<file path="src/rtl/keypad_matrix_scanner_if.sv">
// Signal bundle between the 4x4 keypad scanner and the keypad/consumer side.
// The scanner owns column drive and the key event outputs; the pad owns the rows.
interface keypad_matrix_scanner_if;
    logic [3:0] key_row;
    logic [3:0] key_col;
    logic       key_valid;
    logic [3:0] key_code;
    logic       key_held;

    modport master (
        input  key_row,
        output key_col,
        output key_valid,
        output key_code,
        output key_held
    );

    modport slave (
        output key_row,
        input  key_col,
        input  key_valid,
        input  key_code,
        input  key_held
    );
endinterface

</file>
<file path="src/rtl/keypad_matrix_scanner.sv">
// 4x4 keypad scanner: one active-low column per divided tick, whole-scan
// classification and a press/release debounce FSM producing one event per press.
module keypad_matrix_scanner #(
    parameter int SCAN_DIV       = 2500,
    parameter int DEBOUNCE_SCANS = 4
) (
    input  logic                    clk,
    input  logic                    reset,
    keypad_matrix_scanner_if.master kp
);

    localparam int         DIV_W  = $clog2(SCAN_DIV);
    localparam logic [3:0] DB_MAX = 4'(DEBOUNCE_SCANS);

    typedef enum logic [1:0] {
        IDLE,
        DEBOUNCE,
        PRESSED,
        RELEASE
    } state_t;

    function automatic logic [3:0] sat_inc(input logic [3:0] v);
        return (v >= DB_MAX) ? DB_MAX : v + 4'd1;
    endfunction

    logic [DIV_W-1:0] div_cnt;
    logic [1:0]       col_idx;
    logic [3:0]       col_drive;
    logic             col_tick;
    logic             scan_tick;

    logic [3:0]       row_sync_p0;
    logic [3:0]       row_sync_p1;
    logic [11:0]      scan_buf;

    logic [15:0]      pressed_map;
    logic [4:0]       hit_cnt;
    logic [3:0]       hit_code;
    logic             is_none;
    logic             is_single;

    state_t           state, state_nxt;
    logic [3:0]       cand, cand_nxt;
    logic [3:0]       cnt, cnt_nxt;
    logic [3:0]       rcnt, rcnt_nxt;
    logic             accept;
    logic             release_done;

    logic             valid_q;
    logic [3:0]       code_q, code_nxt;
    logic             held_q, held_nxt;

    // Stage p0/p1: two-flop synchroniser for the asynchronous row lines
    always_ff @(posedge clk) begin
        if (!reset) begin
            row_sync_p0 <= 4'b1111;
            row_sync_p1 <= 4'b1111;
        end else begin
            row_sync_p0 <= kp.key_row;
            row_sync_p1 <= row_sync_p0;
        end
    end

    assign col_tick  = (div_cnt == DIV_W'(SCAN_DIV - 1));
    assign scan_tick = col_tick && (col_idx == 2'd3);

    always_ff @(posedge clk) begin
        if (!reset) begin
            div_cnt   <= '0;
            col_idx   <= 2'd0;
            col_drive <= 4'b1110;
        end else if (col_tick) begin
            div_cnt   <= '0;
            col_idx   <= col_idx + 2'd1;
            col_drive <= {col_drive[2:0], col_drive[3]};
        end else begin
            div_cnt   <= div_cnt + DIV_W'(1);
        end
    end

    // Columns 0..2 are stored; column 3 is taken live on the end-of-scan tick
    always_ff @(posedge clk) begin
        if (!reset) begin
            scan_buf <= '0;
        end else if (col_tick) begin
            case (col_idx)
                2'd0:    scan_buf[3:0]  <= ~row_sync_p1;
                2'd1:    scan_buf[7:4]  <= ~row_sync_p1;
                2'd2:    scan_buf[11:8] <= ~row_sync_p1;
                default: ;
            endcase
        end
    end

    // Bit index of pressed_map equals col*4 + row, i.e. the key code
    assign pressed_map = {~row_sync_p1, scan_buf};

    always_comb begin
        hit_cnt  = 5'd0;
        hit_code = 4'd0;
        for (int i = 0; i < 16; i++) begin
            if (pressed_map[i]) begin
                hit_cnt  = hit_cnt + 5'd1;
                hit_code = 4'(i);
            end
        end
    end

    assign is_none   = (hit_cnt == 5'd0);
    assign is_single = (hit_cnt == 5'd1);

    // FSM state register together with the registered key outputs
    always_ff @(posedge clk) begin
        if (!reset) begin
            state   <= IDLE;
            cand    <= 4'd0;
            cnt     <= 4'd0;
            rcnt    <= 4'd0;
            valid_q <= 1'b0;
            code_q  <= 4'd0;
            held_q  <= 1'b0;
        end else begin
            state   <= state_nxt;
            cand    <= cand_nxt;
            cnt     <= cnt_nxt;
            rcnt    <= rcnt_nxt;
            valid_q <= accept;
            code_q  <= code_nxt;
            held_q  <= held_nxt;
        end
    end

    always_comb begin
        state_nxt = state;
        cand_nxt  = cand;
        cnt_nxt   = cnt;
        rcnt_nxt  = rcnt;
        if (scan_tick) begin
            case (state)
                IDLE: begin
                    if (is_single) begin
                        cand_nxt  = hit_code;
                        cnt_nxt   = 4'd1;
                        state_nxt = (DB_MAX == 4'd1) ? PRESSED : DEBOUNCE;
                    end
                end
                DEBOUNCE: begin
                    if (is_single && (hit_code == cand)) begin
                        cnt_nxt = sat_inc(cnt);
                        if (sat_inc(cnt) >= DB_MAX) begin
                            state_nxt = PRESSED;
                        end
                    end else if (is_single) begin
                        cand_nxt = hit_code;
                        cnt_nxt  = 4'd1;
                    end else begin
                        cnt_nxt   = 4'd0;
                        state_nxt = IDLE;
                    end
                end
                PRESSED: begin
                    if (!(is_single && (hit_code == cand))) begin
                        if (is_none) begin
                            rcnt_nxt  = 4'd1;
                            state_nxt = (DB_MAX == 4'd1) ? IDLE : RELEASE;
                        end else begin
                            rcnt_nxt  = 4'd0;
                            state_nxt = RELEASE;
                        end
                    end
                end
                RELEASE: begin
                    if (is_none) begin
                        rcnt_nxt = sat_inc(rcnt);
                        if (sat_inc(rcnt) >= DB_MAX) begin
                            state_nxt = IDLE;
                        end
                    end else if (is_single && (hit_code == cand)) begin
                        state_nxt = PRESSED;
                    end else begin
                        rcnt_nxt = 4'd0;
                    end
                end
                default: state_nxt = IDLE;
            endcase
        end
    end

    // A PRESSED entry from IDLE/DEBOUNCE is an accept; RELEASE->PRESSED is not
    always_comb begin
        accept       = ((state == IDLE) || (state == DEBOUNCE)) && (state_nxt == PRESSED);
        release_done = ((state == PRESSED) || (state == RELEASE)) && (state_nxt == IDLE);
        code_nxt     = accept ? cand_nxt : code_q;
        held_nxt     = held_q;
        if (accept) begin
            held_nxt = 1'b1;
        end else if (release_done) begin
            held_nxt = 1'b0;
        end
    end

    assign kp.key_col   = col_drive;
    assign kp.key_valid = valid_q;
    assign kp.key_code  = code_q;
    assign kp.key_held  = held_q;

endmodule

</file>
<file path="src/flat_wrapper.sv">
// flat-port wrapper written by rule: the top's interface ports become plain ports
module keypad_matrix_scanner_flat 
#(
    parameter int SCAN_DIV       = 2500,
    parameter int DEBOUNCE_SCANS = 4
)
  (clk, reset, kp_key_row, kp_key_col, kp_key_valid, kp_key_code, kp_key_held);
  keypad_matrix_scanner_if kp_i ();
  input  logic clk;
  input  logic reset;
  input wire logic [$bits(kp_i.key_row)-1:0] kp_key_row;
  output wire logic [$bits(kp_i.key_col)-1:0] kp_key_col;
  output wire logic [$bits(kp_i.key_valid)-1:0] kp_key_valid;
  output wire logic [$bits(kp_i.key_code)-1:0] kp_key_code;
  output wire logic [$bits(kp_i.key_held)-1:0] kp_key_held;
  assign kp_i.key_row = kp_key_row;
  assign kp_key_col = kp_i.key_col;
  assign kp_key_valid = kp_i.key_valid;
  assign kp_key_code = kp_i.key_code;
  assign kp_key_held = kp_i.key_held;
  keypad_matrix_scanner #(.SCAN_DIV(SCAN_DIV), .DEBOUNCE_SCANS(DEBOUNCE_SCANS)) u_core (.clk(clk), .reset(reset), .kp(kp_i));
endmodule
</file>
<file path="config.mk">
export PLATFORM = sky130hd
export DESIGN_NAME = keypad_matrix_scanner_flat
export DESIGN_NICKNAME = d
export VERILOG_FILES = /design/src/rtl/keypad_matrix_scanner_if.sv /design/src/rtl/keypad_matrix_scanner.sv /design/src/flat_wrapper.sv
export SDC_FILE = /design/constraint.sdc
export NUM_CORES = 1
export LEC_CHECK = 0
export ABC_AREA = 0
export BUFFER_PORTS_ARGS = -buffer_cell sky130_fd_sc_hd__clkbuf_2
export CAP_MARGIN = 15
export CORE_MARGIN = 10
export CORE_UTILIZATION = 60
export CTS_BUF_LIST = sky130_fd_sc_hd__clkbuf_8
export DETAILED_ROUTE_END_ITERATION = 7
export PLACE_DENSITY = 0.8
export REMOVE_ABC_BUFFERS = 1
export SLEW_MARGIN = 20
export SYNTH_ARGS = -nofsm -noshare
export SYNTH_HDL_FRONTEND = slang
export SYNTH_SLANG_ARGS = --single-unit
export TNS_END_PERCENT = 50
</file>
<file path="constraint.sdc">
create_clock -name clk -period 18.85 [get_ports clk]
set_clock_uncertainty 0.15 [all_clocks]
set_input_delay 1.885 -clock clk [delete_from_list [all_inputs] [get_ports clk]]
set_output_delay 1.885 -clock clk [all_outputs]
set_load 0.01 [all_outputs]
</file>
### Word level (Yosys, flattened, before mapping)

Index checks and enable logic that the tools add are counted.

* register bits after elaboration: 58
* bits of input ports: 6
* word-level logic and storage cells: 130

* $add $sub $neg: 19
* order comparisons: 4
* eq/ne operators: 13
* muxes and demuxes: 58
* bitwise operators: 2
* reduce and logical (&&, ||, !) cells: 19

Operator list (number)
* 5-bit two-way mux: 15
* 4-bit two-way mux: 18
* 5-bit by 1-bit adder with 5-bit output, second input constant: 14
* 4-bit case mux with 2 select lines: 3
* 2-bit two-way mux: 11
* 4-bit by 3-bit greater-or-equal comparator with 1-bit output, second input constant: 4
* 12-bit by 1-bit adder with 12-bit output, second input constant: 1
* 12-bit equality test, second input constant: 1
* 3-bit two-way mux: 4
* 2-bit equality test, second input constant: 5
* 4-bit by 1-bit adder with 4-bit output, second input constant: 2
* 2-bit case mux with 4 select lines: 1
* 2-bit logical NOT: 3
* 1-bit two-way mux: 6
* 2-bit AND reduction: 3
* 2-bit nonzero test: 3
* 5-bit by 1-bit equality test with 1-bit output, second input constant: 1
* 5-bit logical NOT: 1
* 2-bit by 1-bit equality test with 1-bit output, second input constant: 2
* 4-bit equality test: 1
* 1-bit logical AND: 4
* 4-bit NOT: 1
* 4-bit AND reduction: 1
* 3-bit by 2-bit != test with 1-bit output, second input constant: 1
* 8 further kinds: 9

### Logic depth before layout (Yosys ltp)

Gate-level depths: netlist of the first run.

* depth in word-level cells: 41
* mapped depth: 56

### Worst setup path after synthesis of the first run

Ideal clock, no wire load.

* path kind: register -> register
* from: reg u_core.scan_buf[0]
* to: reg u_core.cand[2]
* arrival time: 10.074 ns
* data required time: 18.576 ns
* path slack: 8.503 ns
* cell stages (with the launch flop): 56
* path buffers: 1
* clock period less this slack: 10.347 ns
* path through: dfxtp_1 inv_1 ha_1 buf_2 xor2_1 ha_1 nand2_1 o31ai_1 ha_1 mux2_2 ha_1 nand2_1 o41a_1 nand2_1 ha_1 nor2_1 a31o_2 inv_1 [... 20 more ...] nand2_1 ha_1 nor2_1 a31oi_1 ha_1 mux2_2 ha_1 nor2_1 nand2_1 o311ai_1 o31a_1 o21ai_0 nand3b_1 or4_4 a21oi_2 nand3_2 o31ai_1 a21oi_1

* longest elaborated chain between the ends: 36
* elaborated cells on any way between the ends: 37
* classes of those cells: 15 x add/sub; 1 x eq/ne; 20 x mux; 1 x reduce/logical

RTL lines
* from (decl): line keypad_matrix_scanner.sv:34 `logic [11:0] scan_buf;`
* from (signal assigned): line keypad_matrix_scanner.sv:87 `2'd0: scan_buf[3:0] <= ~row_sync_p1;`
* 1-bit two-way mux *: line keypad_matrix_scanner.sv:102 `if (pressed_map[i]) begin`
* 1-bit by 1-bit adder with 2-bit output: line keypad_matrix_scanner.sv:103 `hit_cnt = hit_cnt + 5'd1;`
* 5-bit two-way mux *: line keypad_matrix_scanner.sv:102
* 5-bit by 1-bit adder with 5-bit output: line keypad_matrix_scanner.sv:103
* 5-bit two-way mux *: line keypad_matrix_scanner.sv:102
* 5-bit by 1-bit adder with 5-bit output: line keypad_matrix_scanner.sv:103
* 5-bit two-way mux *: line keypad_matrix_scanner.sv:102
* 5-bit by 1-bit adder with 5-bit output: line keypad_matrix_scanner.sv:103
* [... 20 more ...]
* 5-bit two-way mux *: line keypad_matrix_scanner.sv:102
* 5-bit by 1-bit adder with 5-bit output: line keypad_matrix_scanner.sv:103
* 5-bit two-way mux *: line keypad_matrix_scanner.sv:102
* 5-bit by 1-bit equality test with 1-bit output *: line keypad_matrix_scanner.sv:110 `assign is_single = (hit_cnt == 5'd1);`
* 4-bit two-way mux / 1-bit logical AND (equally long branches): line keypad_matrix_scanner.sv:141, keypad_matrix_scanner.sv:153, keypad_matrix_scanner.sv:148
* 4-bit two-way mux: line keypad_matrix_scanner.sv:148 `if (is_single && (hit_code == cand)) begin`
* 4-bit case mux with 2 select lines *: line keypad_matrix_scanner.sv:139 `case (state)`
* 4-bit two-way mux *: line keypad_matrix_scanner.sv:138 `if (scan_tick) begin`
* to (signal assigned): line keypad_matrix_scanner.sv:124 `cand <= cand_nxt;`
* to (decl): line keypad_matrix_scanner.sv:43 `logic [3:0] cand, cand_nxt;`

Every way passes the cells marked *; elsewhere a longest branch is shown, timed or not.
A chain may end at the register's enable or synchronous reset.

### Worst setup path after layout of the first run

* from: reg u_core.scan_buf[1]
* to: reg u_core.code_q[2], in the netlist u_core.kp.key_code[2]

* longest elaborated chain between the ends: 37
* elaborated cells on any way between the ends: 62
* classes of those cells: 14 x add/sub; 3 x eq/ne; 42 x mux; 3 x reduce/logical

RTL lines
* 5-bit two-way mux: line keypad_matrix_scanner.sv:102
* 5-bit by 1-bit adder with 5-bit output: line keypad_matrix_scanner.sv:103
* 5-bit two-way mux: line keypad_matrix_scanner.sv:102
* 5-bit by 1-bit adder with 5-bit output: line keypad_matrix_scanner.sv:103
* 5-bit two-way mux: line keypad_matrix_scanner.sv:102
* 5-bit by 1-bit adder with 5-bit output: line keypad_matrix_scanner.sv:103
* 5-bit two-way mux: line keypad_matrix_scanner.sv:102
* 5-bit by 1-bit adder with 5-bit output: line keypad_matrix_scanner.sv:103
* [... 21 more ...]
* 5-bit by 1-bit equality test with 1-bit output: line keypad_matrix_scanner.sv:110
* 1-bit logical AND: line keypad_matrix_scanner.sv:148, keypad_matrix_scanner.sv:162, keypad_matrix_scanner.sv:178
* 2-bit two-way mux: line keypad_matrix_scanner.sv:178 `end else if (is_single && (hit_code == cand)) begin`
* 2-bit two-way mux: line keypad_matrix_scanner.sv:173 `if (is_none) begin`
* 2-bit case mux with 4 select lines: line keypad_matrix_scanner.sv:139
* 2-bit two-way mux: line keypad_matrix_scanner.sv:138
* 2-bit equality test: line keypad_matrix_scanner.sv:191 `accept = ((state == IDLE) || (state == DEBOUNCE)) && (state_nxt == PRESSED);`
* 1-bit logical AND: line keypad_matrix_scanner.sv:191
* to (signal assigned): line keypad_matrix_scanner.sv:128 `code_q <= code_nxt;`
* to (decl): line keypad_matrix_scanner.sv:50 `logic [3:0] code_q, code_nxt;`

Several ways; a longest one is shown, not always the timed one.

==> metrics.cfg, run 1 <==
[synthesis]
yosysMostFrequentCell = dfxtp_1
synth_top_area_cell = dfxtp_1
synth_cell_types = 77
synth.avg_cell_area_sq_um = 8.27
syn_inst = 527
synth-main-ff-cell = dfxtp_1
yosys_warnings = 0
synth_common_cells = dfxtp_1 (58), nor2_1 (56), nand2_1 (41)
synth_area_leaders = dfxtp_1 (27%), ha_1 (6.3%), nor2_1 (4.8%), xnor2_1 (4.2%), xor2_1 (4.0%)
ys_ff_latch = 58
synth_top_area_share = 0.266
synth_seq_area_share = 0.266
synth_enable_flop_cells = 0
syn_area_sq_mm = 0.00436
ys_async_sr_fraction = 0

[setup_path]
crit_top_cell = ha_1
required_ns = 18.96
cp_slowest_stage_delay_ns = 0.47
critical_path_class = register to register
start_kind = register
end_kind = register
slowest_stage = and3b_1
worstPathArrival_ns = 11.78
crit_path_max_fanout = 9

[die]
rows = 31
core_sq_mm = 0.00718
die_h_microns = 105
fp.dieW_microns = 105
dieArea_sq_mm = 0.0111
initial_core_util = 0.607
num_io_pins = 16

[global_route]
grt-ovfl-total = 0
antenna_found_initial = 0
grt_pass1_wl_microns = 16400
grt_max_degree = 33
grt_use_total = 0.170
first_global_vias = 3659

[drt]
avgViaCountPerCell = 5.91
via_count = 3732
drc_errors = 0
routedWlPerCell_microns = 14.6
drt-pass1-iter-count = 5
drt_iter0_markers = 198
wirelength_microns = 9220
ant_nets = 0

[sta]
period_needed_ns = 11.67
slew_headroom = 0.531
slew_violations = 0
final_hold_viol_count = 0
finalSetupTns_ns = 0
rsz0062_at_grt = false
setup-violations-final = 0
max_freq_ghz = 0.0857
worstMarginPinSlew_ns = 0.703
post-route-period-util = 0.619

[placed_design]
portBuffers = 15
dpl.hpwl_microns = 6870
gp_congestion = 0.808
place_inst = 615

[clock_tree]
cts_inserted_buffers = 9
cts_setup_buffers = 0
holdBufCountCts = 0
clockBufferDepth = 2
cts_tree = yes
root_buffer = clkbuf_8
ctsResizeCount = 0
clk_pin_slew_ns = 0.06
clkLatencyLatePin_ns = 0.33
cts-htree-levels = 3
cts.sinks = 58

[cells_and_area]
finalNonFillerCells = 631
drive_gt1_frac = 0.118
layout.nets = 555
diodes = 0
syn_to_final_growth_pct = 7.64

[outcome]
outcome = finished clean

[worst_hold_path]
min_path_type = register to register

[power]
total_power_w = 0.000276
p_leak_nw = 2.00
peakVddDrop_v = 0.0000783
power_density_mw_per_mm2 = 58.9

[run]
cap_violations = 0

[path summary, 6_finish.rpt]
kind              depth (start not counted)  slack, ns             startpoint                     to
hold / removal                            1       0.26  u_core.row_sync_p0[2]  u_core.row_sync_p1[2]
setup / recovery                         54       7.18     u_core.scan_buf[1]  u_core.kp.key_code[2]
setup reg to reg                         54       7.18     u_core.scan_buf[1]  u_core.kp.key_code[2]
hold reg to reg                           1       0.26  u_core.row_sync_p0[2]  u_core.row_sync_p1[2]
[metrics by stage]
stage / setup WS (ns) / area, sq um / util / hold slack (ns)
after detailed placement: 7.27 / 4440 / 0.619 / 0.248
after floorplan: 8.42 / 4230 / - / 0.236
after global placement: 7.88 / 4440 / 0.619 / 0.240
final: 7.18 / 4690 / 0.654 / 0.256
after CTS: 7.20 / 4690 / 0.654 / 0.260
after global routing: 6.23 / 4690 / 0.654 / 0.282
[cell type report]
class | instances | area, sq um
clock inverter | 3 | 68.8
tap | 99 | 124
multi-input combinational | 415 | 2970
fill | 611 | 2480
sequential | 58 | 1160
inverter | 26 | 97.6
clock buffer | 13 | 179
timing repair buffer | 17 | 90.1
[worst max-delay path: cells and delay by family, from the launching register on]
family	cells	cell delay, ns
AO/OA/AOI/OAI	17	3.29
multiplexers	2	0.54
XOR/XNOR	1	0.18
buffers and inverters	2	0.10
AND/OR/NAND/NOR	18	2.77
flip-flops	1	0.37
adder cells (fa/ha/maj)	14	4.22
[power breakdown]
group / switching (W) / internal [W] / leakage (nW)
sequential: 0.00000209 / 0.000124 / 0.470
clock: 0.0000477 / 0.0000891 / 0.126
combinational: 0.00000795 / 0.00000564 / 1.40
total: 0.0000577 / 0.000219 / 2.00
[state kept, by name (all words and copies together), names as in the netlist]
signal               count
u_core.state             2
u_core.cnt               4
u_core.col_idx           2
u_core.rcnt              4
u_core.scan_buf         12
u_core.row_sync_p0       4
u_core.kp.key_code       4
u_core.cand              4
u_core.kp.key_valid      1
u_core.kp.key_held       1
u_core.kp.key_col        4
u_core.row_sync_p1       4
u_core.div_cnt          12
[cell families after synthesis]
family	synth area share
compound gates	0.205
xor+xnor	0.143
fa+ha+maj	0.0632
buf+inv	0.0520
flops	0.266
mux	0.0244
simple gates	0.246
[cell usage in the layout, fill, tap and decap left out, drive strengths merged, types with 3 or more instances in the layout]
cell and instances:
nand3 24, o211ai 5, and2 14, or2 7, nor2b 4, dfxtp 58
xor2 20, nor2 56, o211a 4, nand2 41, a21oi 20, nor3 10
nand2b 14, mux2i 5, ha 22, o31a 3, a211oi 18, xnor3 8
xnor2 23, nor3b 6, mux2 3, a31o 3, or3 4, o21ai 18
and3 10, a211o 5, o31ai 7, a31oi 5, nand4 11, a21o 3
inv 25, clkbuf 28
[per-layer routing]
metal  GRT usage  share of wire
met2       0.291           0.49
met5           0              0
met3      0.0298          0.035
met1       0.209           0.46
met4      0.0618          0.012
Note: power is estimated with default switching activity, not from simulation.
==> inputs of run 2 (changes only) <==
Settings changed: CORE_UTILIZATION 60 to 59, PLACE_DENSITY 0.8 to 0.82.
Clock period 18.85 ns to 9.4 ns, I/O delays scaled along.
==> run 2 against run 1 <==
  * The flow now finishes with violations (negative setup slack)
  * Register-to-register slack lost 8.6 ns
  * Via count grew 36%
  * Final area grew 31%
  * Global-route usage grew 7.7 points
  * Setup slack lost 8.6 ns
  * Fmax grew 7.9%
  * Critical path depth grew 2
  * Clock-buffer cell count shrank 4
  * Final cell count grew 20%
  * Highest routed layer unchanged
==> metrics.cfg, run 2 (same netlist as run 1, synthesis figures left out) <==
[cells_and_area]
drive_gt1_frac = 0.382  ; +0.263
reg_top3 = u_core.div_cnt (12), u_core.scan_buf (12)
layout.nets = 683  ; +23%
multiInputGateArea_sq_mm = 0.00345  ; +16%
fillCellCount = 338  ; -45%
seqCellArea_sq_mm = 0.00116  ; +0.22%
syn_to_final_growth_pct = 41.1
layout_commonest_cell = buf_4
final_cell_mix = buf_4 (123), dfxtp_1 (56), nor2_1 (52), nand2_1 (36), inv_1 (22)
diodes = 0  ; unchanged

[clock_tree]
cts_tree = yes
cts.sinks = 58  ; unchanged
clk_pin_slew_ns = 0.08  ; +0.02 ns
clkLatencyLatePin_ns = 0.35  ; +0.02 ns
root_buffer = clkbuf_8
holdBufCountCts = 0  ; unchanged
cts-htree-levels = 3  ; unchanged
cts_inserted_buffers = 9  ; unchanged
clockBufferDepth = 2  ; unchanged

[drt]
via_count = 5091  ; +36%
drt_iter0_markers = 683  ; +240%
drc_errors = 0  ; unchanged
routedWlPerCell_microns = 22.0  ; +50%
avgViaCountPerCell = 6.71  ; +13%
drt-pass1-iter-count = 8  ; +3
ant_nets = 0  ; unchanged
wirelength_microns = 16700  ; +81%

[placed_design]
dpl.hpwl_microns = 7350  ; +7.0%
gp_congestion = 0.872  ; +7.9%
portBuffers = 15  ; unchanged

[sta]
slew_headroom = 0.363  ; -0.168
finalSetupTns_ns = -24.16  ; -24.16 ns
setup-violations-final = 20  ; +20
slew_violations = 0  ; unchanged
layout_setup_ws_ns = -1.41  ; -8.59 ns
period_needed_ns = 10.81  ; -0.856 ns
post-route-period-util = 1.15  ; +0.531
rsz0062_at_grt = true
max_freq_ghz = 0.0925  ; +7.9%
final_hold_viol_count = 0  ; unchanged
worstMarginPinSlew_ns = 0.954  ; +0.250 ns

[setup_path]
end_kind = register
crit_top_cell = ha_4
required_ns = 9.48  ; -9.48 ns
path_buf_inv = 7  ; +5
start_kind = register
critPathTopFamily = adder cells
slowest_stage = or4_4
cp_slowest_stage_delay_ns = 0.56  ; +0.09 ns
worstPathArrival_ns = 10.89  ; -0.89 ns
crit_path_max_fanout = 6  ; -3
critical_path_class = register to register

[global_route]
grt_max_degree = 33  ; unchanged
grt-ovfl-total = 0  ; unchanged
grt_use_total = 0.247  ; +0.0768
grt_pass1_wl_microns = 23100  ; +40%
antenna_found_initial = 0  ; unchanged
first_global_vias = 4751  ; +30%

[die]
num_io_pins = 16  ; unchanged
dieArea_sq_mm = 0.0112  ; +1.4%
initial_core_util = 0.604  ; -0.00327
fp.dieW_microns = 106  ; +0.68%
core_sq_mm = 0.00721  ; +0.54%
rows = 31  ; unchanged
die_h_microns = 106  ; +0.68%

[power]
power_density_mw_per_mm2 = 86.3  ; +46%
total_power_w = 0.000530  ; +92%
peakVddDrop_v = 0.000126  ; +61%
p_leak_nw = 2.63  ; +32%

[worst_hold_path]
min_path_type = register to register

[outcome]
outcome = finished, violations left
violations = negative setup slack

[run]
cap_violations = 0  ; unchanged

-- run 2: changes by cell type in the layout (fill, tap and decap cells not counted), sizes merged --
cell,delta
clkbuf,-4
buf,+128
bufinv,-1
clkinvlp,+4
clkinv,-1
inv,+2
-- run 2: layer usage --
layer	track usage	wire length, microns	up-vias
met1	0.267	6000	2377
met2	0.447	7890	423
li1	-	-	2139
met4	0.152	1360	0
met3	0.0326	1420	152
met5	0	0	-
-- run 2: report_power, final --
group | total (W) | leakage (nW) | switching (W) | internal (W)
Combinational | 0.0000405 | 2.07 | 0.0000224 | 0.0000181
Sequential | 0.000253 | 0.471 | 0.00000500 | 0.000248
Clock | 0.000237 | 0.0885 | 0.000113 | 0.000124
-- run 2: repair_timing --
item / in CTS / in global routing
buffers inserted: 75 / 11
endpoints found under the hold margin: 0 / 0
cloned: 1 / 0
pin swaps: 26 / 29
setup endpoints to repair: 20 / 20
resized for setup: 45 / 46
-- run 2: stage by stage --
| stage | util | area [sq um] | hold WS (ns) | worst slack (ns) | std cells |
|---|---|---|---|---|---|
| final | 0.852 | 6150 | 0.268 | -1.41 | 759 |
| after global routing | 0.852 | 6150 | 0.286 | -1.63 | 759 |
| after CTS | 0.805 | 5800 | 0.265 | -0.790 | 750 |
| after detailed placement | 0.662 | 4780 | 0.247 | -1.15 | 658 |
| after global placement | 0.662 | 4780 | 0.244 | -0.669 | 658 |
| after floorplan | - | 4230 | 0.236 | -1.03 | 499 |
-- run 2: area by class of cell --
type | instances | area share
well taps | 99 | 0.0202
multi-input cells | 415 | 0.561
inverters | 26 | 0.0163
clock inverters | 7 | 0.0126
repair buffers | 145 | 0.181
flip-flops and latches | 58 | 0.189
clock buffers | 9 | 0.0202
-- run 2: final timing paths --
| check | startpoint | endpoint | slack, ns | cells past startpoint |
|---|---|---|---|---|
| max reg2reg | u_core.scan_buf[0] | u_core.cand[3] | -1.41 | 56 |
| min | u_core.row_sync_p0[0] | u_core.row_sync_p1[0] | 0.27 | 1 |
| max | u_core.scan_buf[0] | u_core.cand[3] | -1.41 | 56 |
| min reg2reg | u_core.row_sync_p0[0] | u_core.row_sync_p1[0] | 0.27 | 1 |
-- run 2: worst reg2reg max path: cells and delay by family, from the launching register on --
kind / cells / cell delay, ns
xor+xnor: 1 / 0.19
mux: 2 / 0.57
flops: 1 / 0.36
buf+inv: 7 / 0.80
simple gates: 15 / 2.19
fa+ha+maj: 13 / 3.38
compound gates: 18 / 3.05
